File: src/rtl/axis_gmii_pkg.sv
// Shared types and constants for the AXI-Stream to GMII serializer.
package axis_gmii_pkg;

  typedef enum logic [1:0] {
    IDLE,
    SEND,
    ABORT,
    GAP
  } tx_state_e;

  localparam logic [7:0]  TXD_IDLE = 8'h00;
  localparam int unsigned CNT_W    = 16;

endpackage

File: src/rtl/axis_word_fifo.sv
// Synchronous show-ahead word FIFO with occupancy count.
module axis_word_fifo #(
  parameter  int unsigned WIDTH = 8,
  parameter  int unsigned DEPTH = 8,
  localparam int unsigned AW    = $clog2(DEPTH)
) (
  input  logic             clk,
  input  logic             rst_n,
  input  logic             wr_en,
  input  logic [WIDTH-1:0] wr_data,
  input  logic             rd_en,
  output logic [WIDTH-1:0] rd_data,
  output logic [AW:0]      count,
  output logic             full,
  output logic             empty
);

  localparam logic [AW:0] FULL_CNT = (AW+1)'(DEPTH);

  logic [WIDTH-1:0] mem [DEPTH];
  logic [AW-1:0]    wr_ptr;
  logic [AW-1:0]    rd_ptr;
  logic             do_wr;
  logic             do_rd;

  assign full    = (count == FULL_CNT);
  assign empty   = (count == '0);
  assign do_wr   = wr_en & ~full;
  assign do_rd   = rd_en & ~empty;
  assign rd_data = mem[rd_ptr];

  always_ff @(posedge clk) begin
    if (do_wr) mem[wr_ptr] <= wr_data;
  end

  always_ff @(posedge clk or negedge rst_n) begin
    if (!rst_n) begin
      wr_ptr <= '0;
      rd_ptr <= '0;
      count  <= '0;
    end else begin
      if (do_wr) wr_ptr <= wr_ptr + 1'b1;
      if (do_rd) rd_ptr <= rd_ptr + 1'b1;
      case ({do_wr, do_rd})
        2'b10:   count <= count + 1'b1;
        2'b01:   count <= count - 1'b1;
        default: count <= count;
      endcase
    end
  end

endmodule

File: src/rtl/axis_gmii_serializer.sv
// Buffers AXI-Stream words and serialises frames LSB-byte-first onto GMII,
// with start threshold, inter-frame gap and underrun abort.
module axis_gmii_serializer #(
  parameter int unsigned DATA_W       = 64,
  parameter int unsigned DEPTH        = 8,
  parameter int unsigned START_THRESH = 2,
  parameter int unsigned IFG_BYTES    = 12
) (
  input  logic                gmii_tx_clk,
  input  logic                rst_n,
  input  logic                s_axis_tvalid,
  output logic                s_axis_tready,
  input  logic [DATA_W-1:0]   s_axis_tdata,
  input  logic [DATA_W/8-1:0] s_axis_tkeep,
  input  logic                s_axis_tlast,
  output logic                gmii_tx_en,
  output logic                gmii_tx_er,
  output logic [7:0]          gmii_txd,
  output logic                busy,
  output logic [15:0]         frame_cnt,
  output logic [15:0]         underrun_cnt
);

  import axis_gmii_pkg::*;

  localparam int unsigned BYTES = DATA_W / 8;
  localparam int unsigned FW    = DATA_W + BYTES + 1;
  localparam int unsigned AW    = $clog2(DEPTH);
  localparam int unsigned BW    = (BYTES > 1) ? $clog2(BYTES) : 1;
  localparam int unsigned GAP_N = (IFG_BYTES == 0) ? 1 : IFG_BYTES;

  localparam logic [AW:0]   THRESH   = (AW+1)'(START_THRESH);
  localparam logic [7:0]    GAP_LOAD = 8'(GAP_N - 1);
  localparam logic [BW-1:0] IDX_MAX  = BW'(BYTES - 1);

  tx_state_e         state, state_d;
  logic              rdy_q;
  logic              push, pop, load;
  logic [FW-1:0]     f_rd;
  logic [DATA_W-1:0] f_data;
  logic [BYTES-1:0]  f_keep;
  logic              f_last;
  logic [AW:0]       count;
  logic              full, empty;
  logic [AW:0]       frames_q;
  logic              start_ok;

  logic [DATA_W-1:0] sh_data;
  logic              sh_last;
  logic [BW-1:0]     last_idx, head_last_idx;
  logic [BW-1:0]     byte_idx, idx_d;
  logic [7:0]        gap_cnt, gap_d;
  logic              ab_first, ab_first_d;
  logic              en_d, er_d;
  logic [7:0]        txd_d;
  logic              fcnt_inc, urun_inc;

  assign s_axis_tready = rdy_q & ~full;
  assign push          = s_axis_tvalid & s_axis_tready;
  assign {f_data, f_keep, f_last} = f_rd;
  assign busy          = (state != IDLE);
  assign start_ok      = (count >= THRESH) || (frames_q != '0);

  axis_word_fifo #(
    .WIDTH (FW),
    .DEPTH (DEPTH)
  ) u_fifo (
    .clk     (gmii_tx_clk),
    .rst_n   (rst_n),
    .wr_en   (push),
    .wr_data ({s_axis_tdata, s_axis_tkeep, s_axis_tlast}),
    .rd_en   (pop),
    .rd_data (f_rd),
    .count   (count),
    .full    (full),
    .empty   (empty)
  );

  // Highest enabled byte of the head word; an all-zero keep still sends byte 0.
  always_comb begin
    head_last_idx = '0;
    for (int unsigned b = 0; b < BYTES; b++) begin
      if (f_keep[b]) head_last_idx = BW'(b);
    end
  end

  always_comb begin
    state_d    = state;
    pop        = 1'b0;
    load       = 1'b0;
    idx_d      = byte_idx;
    gap_d      = gap_cnt;
    ab_first_d = 1'b0;
    en_d       = 1'b0;
    er_d       = 1'b0;
    txd_d      = TXD_IDLE;
    fcnt_inc   = 1'b0;
    urun_inc   = 1'b0;
    case (state)
      IDLE: begin
        if (start_ok) begin
          pop     = 1'b1;
          load    = 1'b1;
          state_d = SEND;
        end
      end
      SEND: begin
        en_d  = 1'b1;
        txd_d = sh_data[{byte_idx, 3'b000} +: 8];
        if (byte_idx != last_idx) begin
          idx_d = byte_idx + 1'b1;
        end else if (sh_last) begin
          fcnt_inc = 1'b1;
          gap_d    = GAP_LOAD;
          state_d  = GAP;
        end else if (!empty) begin
          pop  = 1'b1;
          load = 1'b1;
        end else begin
          ab_first_d = 1'b1;
          state_d    = ABORT;
        end
      end
      ABORT: begin
        // The error symbol goes out on the first abort cycle only, directly
        // after the last good byte.
        if (ab_first) begin
          en_d     = 1'b1;
          er_d     = 1'b1;
          urun_inc = 1'b1;
        end
        if (!empty) begin
          pop = 1'b1;
          if (f_last) begin
            gap_d   = GAP_LOAD;
            state_d = GAP;
          end
        end
      end
      GAP: begin
        if (gap_cnt != '0) begin
          gap_d = gap_cnt - 1'b1;
        end else if (start_ok) begin
          pop     = 1'b1;
          load    = 1'b1;
          state_d = SEND;
        end else begin
          state_d = IDLE;
        end
      end
      default: state_d = IDLE;
    endcase
    if (load) idx_d = '0;
  end

  always_ff @(posedge gmii_tx_clk or negedge rst_n) begin
    if (!rst_n) begin
      state        <= IDLE;
      rdy_q        <= 1'b0;
      frames_q     <= '0;
      sh_data      <= '0;
      sh_last      <= 1'b0;
      last_idx     <= '0;
      byte_idx     <= '0;
      gap_cnt      <= '0;
      ab_first     <= 1'b0;
      gmii_tx_en   <= 1'b0;
      gmii_tx_er   <= 1'b0;
      gmii_txd     <= TXD_IDLE;
      frame_cnt    <= '0;
      underrun_cnt <= '0;
    end else begin
      state    <= state_d;
      rdy_q    <= 1'b1;
      byte_idx <= idx_d;
      gap_cnt  <= gap_d;
      ab_first <= ab_first_d;
      case ({push & s_axis_tlast, pop & f_last})
        2'b10:   frames_q <= frames_q + 1'b1;
        2'b01:   frames_q <= frames_q - 1'b1;
        default: frames_q <= frames_q;
      endcase
      if (load) begin
        sh_data  <= f_data;
        sh_last  <= f_last;
        last_idx <= f_last ? head_last_idx : IDX_MAX;
      end
      gmii_tx_en <= en_d;
      gmii_tx_er <= er_d;
      gmii_txd   <= txd_d;
      if (fcnt_inc) frame_cnt <= frame_cnt + 1'b1;
      if (urun_inc && (underrun_cnt != '1)) underrun_cnt <= underrun_cnt + 1'b1;
    end
  end

endmodule

File: config.mk
export PLATFORM = sky130hd
export DESIGN_NAME = axis_gmii_serializer
export DESIGN_NICKNAME = d
export VERILOG_FILES = /design/src/rtl/axis_gmii_pkg.sv /design/src/rtl/axis_word_fifo.sv /design/src/rtl/axis_gmii_serializer.sv
export SDC_FILE = /design/constraint.sdc
export NUM_CORES = 1
export LEC_CHECK = 0
export CAP_MARGIN = 20
export CORE_MARGIN = 1
export CORE_UTILIZATION = 57
export DETAILED_ROUTE_END_ITERATION = 10
export DONT_BUFFER_PORTS = 1
export GPL_TIMING_DRIVEN = 0
export PLACE_DENSITY = 0.77
export SLEW_MARGIN = 20
export SYNTH_ARGS = -nofsm -noshare
export SYNTH_HDL_FRONTEND = slang
export SYNTH_SLANG_ARGS = --single-unit
export TNS_END_PERCENT = 50
File: constraint.sdc
create_clock -name gmii_tx_clk -period 8.9 [get_ports gmii_tx_clk]
set_clock_uncertainty 0.05 [all_clocks]
set_input_delay 1.78 -clock gmii_tx_clk [delete_from_list [all_inputs] [get_ports gmii_tx_clk]]
set_output_delay 1.78 -clock gmii_tx_clk [all_outputs]
set_load 0.1 [all_outputs]
======== After elaboration in Yosys (flattened, before gate mapping) ========
Memory sizes are Yosys's and may differ from the RTL's.
Cells that the tools add are included.
storage, ports and cells
  bits in registers ....................... 139
  RAM bits ................................ 584
  input port bits ......................... 76
  output and inout port bits .............. 44
  word-level logic and storage cells ...... 119
  memories kept ........................... 1
memory list
  memory      words  bits a word  rd ports  clocked after Yosys merged registers in  write ports  line                  text
  u_fifo.mem  8      73           1         0                                        1            axis_word_fifo.sv:20  logic [WIDTH-1:0] mem [DEPTH];
operators by class
  add/subtract/negate cells ............... 10
  magnitude comparators ................... 1
  eq/ne operators ......................... 18
  shift operators ......................... 1
  mux-type cells .......................... 48
  bitwise gates (word level) .............. 8
  reductions and logical operators ........ 15
operator list
  operator                                             number
  indexed part select 64 x 7 -> 8 bit                  1
  two-way mux 8 bit                                    6
  adder 16 x 1 -> 16 bit, second input constant        2
  two-way mux 3 bit                                    9
  one-hot mux 8 bit (3 select lines)                   1
  two-way mux 1 bit                                    18
  two-way mux 2 bit                                    8
  != test 16 bit, second input constant                1
  one-hot mux 4 bit (2 select lines)                   2
  != test 2 bit, second input constant                 7
  AND reduction 6 bit                                  2
  nonzero test 2 bit                                   5
  adder 3 x 1 -> 3 bit, second input constant          3
  adder 4 x 1 -> 4 bit, second input constant          2
  == test 2 bit, second input constant                 4
  one-hot mux 2 bit (4 select lines)                   1
  nonzero test 8 bit                                   1
  subtractor 4 x 1 -> 4 bit, second input constant     2
  subtractor 8 x 1 -> 8 bit, second input constant     1
  bitwise AND 1 bit                                    6
  == test 2 x 1 -> 1 bit, second input constant        3
  == test 4 bit, second input constant                 1
  >= comparator 4 x 2 -> 1 bit, second input constant  1
  logical NOT 4 bit                                    1
  other kinds (12)                                     13

======== Depth between registers and ports, before layout ========
Gate-level depths: netlist of run 1.
An unclocked memory read counts as a cell.
  depth in word-level cells ............... 9
  mapped depth ............................ 14
  gate-level depth less buffers ........... 14

======== Hierarchy ========
A second synthesis of run 1 with hierarchy kept.
second synthesis, totals
  cells, all modules ...................... 1402
  area, all modules ....................... 28889.0 um^2
modules (own cells, without submodules)
  module                instances  cells each  area an instance (um^2)
  axis_word_fifo        1          911         22561.6
  axis_gmii_serializer  1          491         6327.3

======== Worst setup path before layout of run 1 ========
Ideal clock, no wire load.
  path type ............................... reg2reg
  start point ............................. register u_fifo.count[1]
  end point ............................... memory u_fifo.mem[0][0] in the netlist's numbering (enable)
  data arrival time ....................... 10.182 ns
  required time ........................... 8.170 ns
  path slack .............................. -2.012 ns
  stages on the path, launching flop included .. 6
  path buffers ............................ 0
  period minus slack after synthesis ...... 10.912 ns
  cell sequence ........................... dfrtp_1 -> nor3_1 -> a21boi_0 -> and2_0 -> clkinv_1 -> nor4_1
on the way
  longest elaborated chain between the ends .. 7
RTL lines
  item                                     line                        text
  from (decl)                              axis_word_fifo.sv:13        output logic [AW:0] count,
  from (signal assigned)                   axis_word_fifo.sv:45        2'b10: count <= count + 1'b1;
  from (signal assigned)                   axis_word_fifo.sv:46        2'b01: count <= count - 1'b1;
  from (signal assigned)                   axis_word_fifo.sv:47        default: count <= count;
  == test 4 bit                            axis_word_fifo.sv:26        assign full = (count == FULL_CNT);
  NOT 1 bit                                axis_gmii_serializer.sv:58  assign s_axis_tready = rdy_q & ~full;
  bitwise AND 1 bit                        axis_gmii_serializer.sv:58
  via s_axis_tready                        axis_gmii_serializer.sv:12  output logic s_axis_tready,
  bitwise AND 1 bit                        axis_gmii_serializer.sv:59  assign push = s_axis_tvalid & s_axis_tready;
  bitwise AND 1 bit                        axis_word_fifo.sv:28        assign do_wr = wr_en & ~full;
  two-way mux 1 bit                        axis_word_fifo.sv:33        if (do_wr) mem[wr_ptr] <= wr_data;
  two-way mux 1 bit (not written as such)  axis_word_fifo.sv:33
  to (decl)                                axis_word_fifo.sv:20
The timed path passes the listed nets, and every way through them passes these cells.

======== Worst setup path in the final report of run 1 ========
  start point ............................. register u_fifo.count[1]
  end point ............................... memory u_fifo.mem[1][14] in the netlist's numbering (enable)
The elaborated chain is that of the path after synthesis.

==> results.md, run 1 <==
- Outcome: complete, no violations
- Yosys top cell area share: 0.615
- Leakage power: 11.2 nW
- # setup viols final: 0
- Nets: 1661
- Seq cells post-synth: 715
- Clock tree from TritonCTS: built
- Share of layout cells above drive strength 1: 0.240
- Largest net degree at the start of global routing: 140
- Post-synthesis sequential area ratio: 0.739
- Syn. warnings: 0
- PnR Total Power: 10.4 mW
- Initial Utilization: 0.577
- Vias post-DR: 13900
- Die area: 50200 um2
- ANT nets after route: 0
- Clk Latency, worst-skew pair: 600 ps
- Fin crit share: 0.452
- Ant diodes: 0
- Resize count post-CTS: 0
- Post-Synthesis Cells: 1435
- Ys async rst share: 0.194
- Final Cell Area: 32000 um2
- PnR worst setup slack: 4880 ps
- Vias in the first global route: 14600
- Root Driver: clkbuf_16
- Synth Flop Type: edfxtp_1
- Startpoint Class: flip-flop
- Global-route wire length before repair: 88.9 mm
- Worst slack, placed: 4320 ps
- Post-synth cell types: 68
- Top layer in use: met4
- Routed wl met3: 4.72 mm
- Final hold violation count: 0
- Routed WL per cell: 25.9 um
- Std-Cell Rows: 81
- Clk slew on worst S/H paths: 60 ps
- DR iter-0 viols: 1292
- Syn_area_per_cell: 19.6 um2
- Unrepaired setup endpoints after global routing: no
- Final RePlAce weighted congestion: 0.841
- Worst hold path type: reg -> reg
- Detail Route met2 WL: 30.3 mm
- P&R area growth vs syn: 13.8%
- Top post-synthesis cells by area: edfxtp_1 62%, mux4_2 12%, dfrtp_1 12%
- Cell Area, Synth: 28100 um2
- Top Ports: 120
- Max frequency: 0.249 GHz
- Max Slew Vio Count: 0
- Final WL: 59.2 mm
- Die height: 224 um
- Req. time, crit path: 9150 ps
- Final Critical Period: 4020 ps
- Initial antenna violation count: 0
- Number of flops mapped to enable cells by yosys: 576
- Clk sink count: 715
- Leading area contributor after synthesis: edfxtp_1
- VDD IR max: 0.228 mV
- Drt via density: 6.09
- # DRC: 0
- PortBufs: 0
- Arrival @ worst endpoint: 4270 ps
- Max-slew headroom: 0.316
- Congestion Overflow GR: 0
- Hold buffers post-CTS: 0
- Overall Global Routing Usage: 0.244
- Placed Area: 29600 um2
- P per Cell Area: 326 nW/um2
- H-tree depth: 3
- Half-perimeter wire length after placement: 39.5 mm
- WL met1: 22.6 mm
- Postcts setup bufs: 0
- Longest Clk Path Bufs: 3
- First drt pass iteration count: 5
- Worst slew pin tran: 1030 ps
- Core region area: 48700 um2
- Crit path kind: reg -> reg
- Crit. End Element: flip-flop
- Synthesized Nets: 1530
- Critical Path Fanout Max: 8
- CTS buffer count: 71
- Fin util: 0.656
- DIE WIDTH: 224 um
- Maxcap violations: 0
[power by group]
group | internal, mW | leakage [nW] | switching (mW)
Sequential | 4.05 | 6.97 | 0.413
Combinational | 1.33 | 3.05 | 1.66
Clock | 1.76 | 1.17 | 1.22
[cell type report]
cell class | count | area, um2
Inverter | 14 | 52.6
Clock inverter | 34 | 319
Tap cell | 664 | 831
Buffer | 64 | 312
Fill cell | 3120 | 16800
Multi-Input combinational cell | 642 | 7040
Clock buffer | 95 | 2040
Sequential cell | 715 | 20800
Timing Repair Buffer | 58 | 624
[worst paths after layout]
path                            depth (start not counted)             from  slack, ps                end
worst max-delay path                                   10  u_fifo.count[1]       4880  u_fifo.mem[1][14]
worst min-delay path                                    2      sh_data[58]        420        sh_data[58]
worst max register to register                         10  u_fifo.count[1]       4880  u_fifo.mem[1][14]
worst min register to register                          2      sh_data[58]        420        sh_data[58]
max in group asynchronous                               0            rst_n       7710        sh_data[35]
min in group asynchronous                               0            rst_n        830    u_fifo.count[2]
[cell families (layout without fill, tap and decap cells)]
kind of cell	count (synthesis)	in the layout	synth area share
adder cells (fa/ha/maj)	19	19	0.00873
other	1	1	0.000133
buffers and inverters	78	265	0.0130
AO/OA/AOI/OAI	121	121	0.0272
multiplexers	248	248	0.161
flip-flops	715	715	0.739
AND/OR/NAND/NOR	207	207	0.0358
XOR/XNOR	46	46	0.0151
[metal layers]
| metal | global-route usage | vias to the layer above |
|---|---|---|
| met5 | 0 | - |
| met4 | 0.0784 | 0 |
| met3 | 0.0720 | 109 |
| met2 | 0.414 | 510 |
| met1 | 0.303 | 7277 |
| li1 | - | 6022 |
[critical path, stage by stage (launching register included)]
cell and delay, ps:
dfrtp_1 440, nor3_1 130, a21boi_4 630, and2_0 410, nand2_1 300, nor3_2 620
buf_4 330, buf_6 170, buf_4 200, buf_4 210, buf_4 220
[state kept, by name (all words and copies together) (netlist names)]
name,cells
gap_cnt,8
last_idx,3
sh_data,64
u_fifo.count,4
frames_q,4
gmii_tx_en,1
sh_last,1
ab_first,1
rdy_q,1
u_fifo.rd_ptr,3
frame_cnt,16
gmii_txd,8
underrun_cnt,16
state,2
u_fifo.mem,576
byte_idx,3
gmii_tx_er,1
u_fifo.wr_ptr,3
[stage by stage]
stage                     hold WS (ps)  setup TNS [ps]  instances
after global routing               459               0       2286
final                              424               0       2286
after CTS                          429               0       2286
after global placement             411        -1995460       2099
after floorplan                    393          -15510       1435
after detailed placement           420               0       2157
[cell usage after synthesis (3+ instances only)]
library cell    n
ha_1           18
and2_1          6
a21oi_1        11
nand2_1        93
mux4_1          5
mux4_2        155
dfrtp_1       139
nor3_1         16
nand3_1        18
o21ai_0        45
mux2i_1        78
o31ai_1         5
edfxtp_1      576
o21ai_1        28
nor4_1          6
a31oi_1         3
buf_2          30
a211oi_1        3
buf_4           3
nor2_1         22
mux2_2          8
and4_1          3
and3_1          7
inv_1          13
clkbuf_1       24
nor2b_1        10
xor2_1         12
buf_6           3
nand2b_1        7
xnor2_1        31
nand4_1         7
xor2_2          3
buf_1           4
[cells in the final DEF (no fill, tap or decap), types with 19 or more instances in the layout]
cell type,n
buf_4,42
o21ai_1,28
dfrtp_1,139
clkbuf_16,77
buf_2,30
xnor2_1,31
clkbuf_1,37
mux2i_1,78
nor2_1,19
o21ai_0,45
edfxtp_1,576
mux4_2,155
nand2_1,93
Power figures use the tool's default switching activity.
==> inputs of run 2 (changes only) <==
CORE_UTILIZATION = 63   (was 57)
PLACE_DENSITY = 0.81   (was 0.77)
clock period = 4 ns   (was 8.9 ns; I/O delays follow)
==> run 2 against run 1 <==
- final area is 0.11% higher
- sequential share of layout area is 0.071 points lower
- wire length is 2.2% higher
- global-route usage is 3.4 points higher
- clock power is 120% higher
- register-to-register slack worse by 4200 ps
==> results.md, run 2 (synthesized netlist as in run 1, its figures left out) <==
- Nets: 1649
- Core region area: 44100 um2
- PnR Total Power: 23.2 mW
- Register Area: 20800 um2
- Ant diodes: 0
- Critical Path Fanout Max: 12
- CTS buffer count: 70
- Clk sink count: 715
- Biggest regs: u_fifo.mem (576), sh_data (64)
- Die area: 45500 um2
- Hold WS: 154 ps
- Arrival @ worst endpoint: 3590 ps
- Hold buffers post-CTS: 1
- P&R area growth vs syn: 13.9%
- Fin util: 0.726
- Overall Global Routing Usage: 0.279
- Final WL: 60.6 mm
- Std-Cell Rows: 77
- Crit path from: u_fifo.count[1]
- PortBufs: 0
- Largest net degree at the start of global routing: 140
- Resize count post-CTS: 0
- Worst hold path type: in -> async
- Root Driver: clkbuf_16
- Clock tree from TritonCTS: built
- Max Slew Vio Count: 0
- Maxcap violations: 0
- Most frequent cells in the layout: 576 x edfxtp_1, 155 x mux4_2, 139 x dfrtp_1
- Routed WL per cell: 27.5 um
- Congestion Overflow GR: 0
- R2R depth: 9
- Top reg by flops: u_fifo.mem
- PnR worst setup slack: 653 ps
- Share of layout cells above drive strength 1: 0.230
- Crit. End Element: flip-flop
- Die height: 213 um
- Clk slew on worst S/H paths: 60 ps
- Vias in the first global route: 15000
- Fin crit share: 0.837
- ANT nets after route: 0
- Leakage power: 11.2 nW
- Worst slack, placed: 628 ps
- Initial Utilization: 0.637
- H-tree depth: 3
- Drt via density: 6.48
- First drt pass iteration count: 5
- Max reg flops: 576
- Clk Latency, worst-skew pair: 600 ps
- Max-slew headroom: 0.311
- Final Critical Period: 3350 ps
- Outcome: complete, no violations
- Longest Clk Path Bufs: 3
- Global-route wire length before repair: 90.8 mm
- Half-perimeter wire length after placement: 39.3 mm
- Final hold violation count: 0
- Vias post-DR: 14200
- Max frequency: 0.299 GHz
- Postcts setup bufs: 0
- FILL cells: 2561
- DIE WIDTH: 213 um
- # setup viols final: 0
- Req. time, crit path: 4240 ps
- Post-Layout Cell Count: 2199
- # DRC: 0
- P per Cell Area: 725 nW/um2
- Worst slew pin tran: 1030 ps
- Inst Count DP: 2073
- Final RePlAce weighted congestion: 0.852
- Crit path kind: reg -> reg
- Reg2Reg Launch Point: u_fifo.count[1]
- Unrepaired setup endpoints after global routing: no
- Top Ports: 120
- Most common cell after layout, fill and taps aside: edfxtp_1
- Startpoint Class: flip-flop
- Initial antenna violation count: 0
- DR iter-0 viols: 1649
- Multi-input logic area: 7070 um2
- VDD IR max: 0.529 mV
==> run 2: cell types whose count changed in the layout (fill, tap and decap cells not counted), moves of 2 or more <==
cell | before | now
clkinv_1 | 7 | 9
nor3_2 | 4 | 1
clkinv_2 | 16 | 9
buf_6 | 10 | 12
buf_8 | 2 | 22
buf_4 | 42 | 4
clkbuf_16 | 77 | 74
buf_16 | 3 | 9
clkbuf_1 | 37 | 42
nor3_4 | 0 | 4
inv_6 | 3 | 1
==> run 2: critical path, stage by stage (launching register included) <==
cell and delay (ps):
dfrtp_1 450, nor3_2 90, a21boi_4 630, and2_4 350, clkinv_8 100, nor3_4 580
buf_8 240, buf_8 180, buf_8 180, buf_8 190
==> run 2: metal layers <==
metal  track usage  wire, um
met5             0         0
met4        0.0887      1760
met3        0.0635      4810
met2         0.469     31300
met1         0.364     22700
==> run 2: path summary, 6_finish.rpt <==
path	to	slack, ps
worst max-delay path	u_fifo.mem[4][72]	650
worst min-delay path	u_fifo.count[2]	150
worst max register to register	u_fifo.mem[4][72]	650
worst min register to register	frames_q[3]	440
max in group asynchronous	sh_data[26]	3220
min in group gmii_tx_clk	u_fifo.mem[4][19]	230
==> run 2: cell type report <==
cell class                 instances  area share
sequential                       715       0.649
timing repair buffer              47      0.0252
clock inverter                    26     0.00785
inverter                          14     0.00203
tap                              592      0.0231
buffer                            64     0.00973
clock buffer                      99      0.0626
multi-input combinational        642       0.221
==> run 2: per-stage QoR <==
stage          instance area (um2)  TNS [ps]
2_1_floorplan                28200    -24580
6_report                     32000         0
4_1_cts                      32000         0
3_3_place_gp                 28900   -993890
5_1_grt                      32000         0
3_5_place_dp                 29700         0
==> run 2: power by group <==
part | internal [mW] | switching (mW)
combinational | 3.01 | 3.79
sequential | 9.02 | 0.935
clock | 3.76 | 2.70
total | 15.8 | 7.43
